$ cat config.mk
export PLATFORM = sky130hd
export DESIGN_NAME = control_sequencer
export DESIGN_NICKNAME = d
export VERILOG_FILES = /design/src/rtl/control_sequencer.sv
export SDC_FILE = /design/constraint.sdc
export NUM_CORES = 1
export LEC_CHECK = 0
export ABC_AREA = 1
export CAP_MARGIN = 10
export CORE_ASPECT_RATIO = 1.1
export CORE_MARGIN = 2
export CORE_UTILIZATION = 40
export CTS_BUF_LIST = sky130_fd_sc_hd__clkbuf_8 sky130_fd_sc_hd__clkbuf_16
export CTS_CLUSTER_DIAMETER = 120
export CTS_CLUSTER_SIZE = 12
export DETAILED_ROUTE_END_ITERATION = 8
export PLACE_DENSITY = 0.69
export SYNTH_ARGS = -nofsm -noshare
export SYNTH_HDL_FRONTEND = slang
export SYNTH_SLANG_ARGS = --single-unit
$ cat constraint.sdc
create_clock -name clk -period 2.6 [get_ports clk]
set_input_delay 0.26 -clock clk [delete_from_list [all_inputs] [get_ports clk]]
set_output_delay 0.26 -clock clk [all_outputs]
set_load 0.02 [all_outputs]
$ cat src/rtl/control_sequencer.sv
// control_sequencer: microprogram sequencer with branch, wait and call/return stack.
module control_sequencer #(
    parameter int ADDR_W      = 7,
    parameter int WORD_W      = 45,
    parameter int STACK_DEPTH = 4
) (
    input  logic              clk,
    input  logic              reset_n,
    input  logic              start,
    input  logic              stall,
    input  logic [WORD_W-1:0] rom_word,
    input  logic [ADDR_W-1:0] decode_addr,
    input  logic [7:0]        cond,
    output logic [ADDR_W-1:0] index,
    output logic [WORD_W-1:0] cr,
    output logic              busy,
    output logic              fault
);
    localparam int SW = $clog2(STACK_DEPTH);
    typedef enum logic [1:0] {IDLE, RUN, FAULT} state_t;
    state_t state, state_nx;
    logic [ADDR_W-1:0] upc, nxt, inc, tgt;
    logic [ADDR_W-1:0] stack [STACK_DEPTH];
    logic [2:0] nsel, csel;
    logic [SW:0] sp;
    logic [SW-1:0] top;
    logic c, push, pop, err;
    assign tgt   = rom_word[ADDR_W-1:0];
    assign nsel  = rom_word[ADDR_W+2:ADDR_W];
    assign csel  = rom_word[ADDR_W+5:ADDR_W+3];
    assign c     = cond[csel];
    assign inc   = upc + ADDR_W'(1);
    assign top   = sp[SW-1:0] - SW'(1);
    assign index = upc;
    assign busy  = state == RUN;
    assign fault = state == FAULT;
    always_comb begin
        nxt  = inc;
        push = 1'b0;
        pop  = 1'b0;
        case (nsel)
            3'd1: nxt = tgt;
            3'd2: nxt = decode_addr;
            3'd3: nxt = c ? tgt : inc;
            3'd4: nxt = c ? inc : tgt;
            3'd5: nxt = cond[5] ? inc : upc;
            3'd6: begin
                nxt  = tgt;
                push = 1'b1;
            end
            3'd7: begin
                nxt = stack[top];
                pop = 1'b1;
            end
            default: nxt = inc;
        endcase
        err = (push && sp == (SW+1)'(STACK_DEPTH)) || (pop && sp == '0);
    end
    always_comb begin
        state_nx = state;
        if (!stall)
            case (state)
                IDLE:    state_nx = start ? RUN : IDLE;
                RUN:     state_nx = err ? FAULT : RUN;
                default: state_nx = state;
            endcase
    end
    always_ff @(posedge clk or negedge reset_n)
        if (!reset_n) state <= IDLE;
        else          state <= state_nx;
    // a stack error leaves upc and the stack untouched so index shows the faulting word
    always_ff @(posedge clk or negedge reset_n) begin
        if (!reset_n) begin
            upc <= '0;
            cr  <= '0;
            sp  <= '0;
            for (int i = 0; i < STACK_DEPTH; i++) stack[i] <= '0;
        end else if (!stall && state == RUN) begin
            if (err) begin
                cr <= '0;
            end else begin
                upc <= nxt;
                cr  <= rom_word;
                if (push) begin
                    stack[sp[SW-1:0]] <= inc;
                    sp <= sp + (SW+1)'(1);
                end
                if (pop) sp <= sp - (SW+1)'(1);
            end
        end
    end
endmodule

==> flow_metrics.env <==
export IMPL_ios=118
export IMPL_synth_edff_count=0
export IMPL_met2_usage_pct=32.8
export IMPL_cts_buffer_depth=2
export IMPL_syn_avg_cell_area_um2=8.77
export IMPL_final_layout_size_suffix_gt1_share_pct=7.65
export IMPL_synth_ff_type="dfrtp_1"
export IMPL_totalNegativeSetupSlack_ns=0
export IMPL_numPortBuffers=117
export IMPL_relSlewSlack_pct=46.9
export IMPL_dp_hpwl_mm=8.46
export IMPL_yosysUniqueCellTypes=30
export IMPL_p_leak_nw=2.67
export IMPL_cts_num_sinks=85
export IMPL_worst_ep_arrival_time_ns=1.71
export IMPL_grt_pass1_wl_mm=18.8
export IMPL_yosysWarnings=0
export IMPL_postCtsSetupBuffers=0
export IMPL_setup_viol=0
export IMPL_hold_viol=15
export IMPL_synth_common_cells="nand2_1 (137), dfrtp_1 (85), nand3_1 (63)"
export IMPL_drt_iter0_markers=232
export IMPL_startpoint_type="flip-flop"
export IMPL_cp_top_family="buffers and inverters"
export IMPL_power_density_nw_per_um2=557
export IMPL_ys_seq_area_share_pct=50.7
export IMPL_via_per_inst=5.22
export IMPL_cap_violations=0
export IMPL_top_usage_layer="met2"
export IMPL_yosys_cell_count_top_type="nand2_1"
export IMPL_cts_tree="built"
export IMPL_num_rows=39
export IMPL_met1_usage_pct=28.6
export IMPL_grt_max_degree=58
export IMPL_violations="hold timing"
export IMPL_hold_class="in -> async"
export IMPL_ys_seq_elements=85
export IMPL_finalCriticalPeriod_ns=1.97
export IMPL_path_cells="clkdlybuf4s50_1"
export IMPL_status="finished, violations left"
export IMPL_async_flop_share_pct=100
export IMPL_dieWidth_um=102
export IMPL_critical_path_max_stage_delay_ns=0.70
export IMPL_clk_pin_slew_ns=0.06
export IMPL_synthesis_area_um2=4190
export IMPL_finClkSkew_ns=0.00692
export IMPL_cts_resized_gates=0
export IMPL_track_usage_pct=21.2
export IMPL_fmax_mhz=507
export IMPL_coreArea_um2=10300
export IMPL_vias=3885
export IMPL_required_ns=2.34
export IMPL_syn_to_final_growth_pct=38.6
export IMPL_irDropWorstVdd_v=0.000315
export IMPL_holdBufCountCts=0
export IMPL_synth_top_area_cell="dfrtp_1"
export IMPL_synth_largest_type_area_fraction_pct=50.7
export IMPL_crit_path_top_delay_cell="clkdlybuf4s50_1"
export IMPL_final_max_slew_viol_count=0
export IMPL_ys_top_cells_by_area="dfrtp_1 (51%), nand2_1 (12%), nand3_1 (7.5%), a22o_1 (6.7%), a21oi_1 (3.7%)"
export IMPL_wire_per_inst_um=15.8
export IMPL_final_nets=666
export IMPL_drc=0
export IMPL_cts_inserted_buffers=9
export IMPL_die_y_um=111
export IMPL_cts_root_buffer="clkbuf_16"
export IMPL_ant_nets=0
export IMPL_timing_hold_ws_ns=-0.00805
export IMPL_rsz0062_at_grt="no"
export IMPL_fill_cells=936
export IMPL_crit_type="reg -> out"
export IMPL_antenna_found_initial=0
export IMPL_worstSkewPairLatency_ns=0.34
export IMPL_synth_cells=478
export IMPL_post_route_util_pct=56.5
export IMPL_grt_pass1_vias=3722
export IMPL_firstDrtPassIters=5
export IMPL_tightest_slew_ns=0.791
export IMPL_dieArea_um2=11300
export IMPL_gp_congestion=0.890
export IMPL_routed_wl_mm=11.8
export IMPL_multiInputGateArea_um2=1810
export IMPL_seq_area_um2=2130
export IMPL_grt_use_met3_pct=5.15
export IMPL_cts_max_level=3
export IMPL_endpoint_kind="output port"
export IMPL_path_buf_inv=1
export IMPL_gr_total_overflow=0
export IMPL_antennaDiodeCount=0
export IMPL_initial_core_util_pct=40.7
export IMPL_period_share_pct=75.9
export IMPL_synth_fp_nets=548
export IMPL_crit_fanout=13
[through the flow]
stage / instances / total power, mW / setup WS (ns) / hold WS, ns / instance area (µm²)
6_report: 744 / 3.24 / 0.628 / -0.00805 / 5810
5_1_grt: 744 / 3.38 / 0.464 / 0.0519 / 5810
4_1_cts: 744 / 3.27 / 0.644 / 0.0143 / 5810
3_5_place_dp: 728 / 1.97 / 0.373 / 0.376 / 5510
3_3_place_gp: 728 / 1.96 / 0.447 / 0.367 / 5510
2_1_floorplan: 478 / 1.67 / 0.423 / -0.0356 / 4190
[metal layers]
metal | part of all wire (%) | up-vias
met4 | 1.6 | 0
met3 | 8.3 | 15
met1 | 43 | 1854
met5 | 0 | -
met2 | 47 | 175
li1 | - | 1841
[flip-flops by register name, indices dropped and copies added, names as in the netlist]
name / count
index: 7
stack: 28
state: 2
cr: 45
sp: 3
[cell families after synthesis]
group           after synthesis  share of synthesized area, %
simple gates                217                          23.6
compound gates              107                          16.3
flops                        85                          50.7
buf+inv                      57                          6.20
xor+xnor                      6                          1.25
fa+ha+maj                     6                          1.97
[layout by cell type (no fill, tap or decap), types with 2 or more instances in the layout]
cell type / instances
nor2_1: 5
inv_1: 32
a21oi_1: 31
nand3_1: 63
ha_1: 5
o21ai_2: 4
o21ai_0: 14
buf_4: 10
nand2_4: 4
clkdlybuf4s50_1: 116
clkbuf_16: 9
a22o_1: 32
clkinvlp_4: 2
nor2_8: 2
nand2_1: 137
inv_2: 4
xor2_1: 5
dfrtp_1: 85
inv_6: 2
o21ai_1: 25
[path summary, 6_finish.rpt]
path	cells past startpoint	end	from	slack (ns)
min in group clk	1	sp[2]	sp[2]	0.49
min reg2reg	1	sp[2]	sp[2]	0.49
max reg2reg	7	index[3]	index[0]	0.64
max in group asynchronous	2	sp[0]	reset_n	1.98
min	1	cr[25]	reset_n	-0.008
max	1	index[0]	index[0]	0.63
[final cells by class]
class	instances	share of cell area, %
repair buffers	127	21.6
flip-flops and latches	85	36.6
inverters	37	2.47
clock inverters	6	1.08
multi-input cells	336	31.1
well taps	143	3.08
clock buffers	10	4.11
[power breakdown]
group | total [mW] | internal [mW] | switching (mW)
Combinational | 0.534 | 0.254 | 0.280
Clock | 1.29 | 0.768 | 0.520
Sequential | 1.42 | 1.37 | 0.0440
No activity file was read; power rests on OpenSTA's default activity.
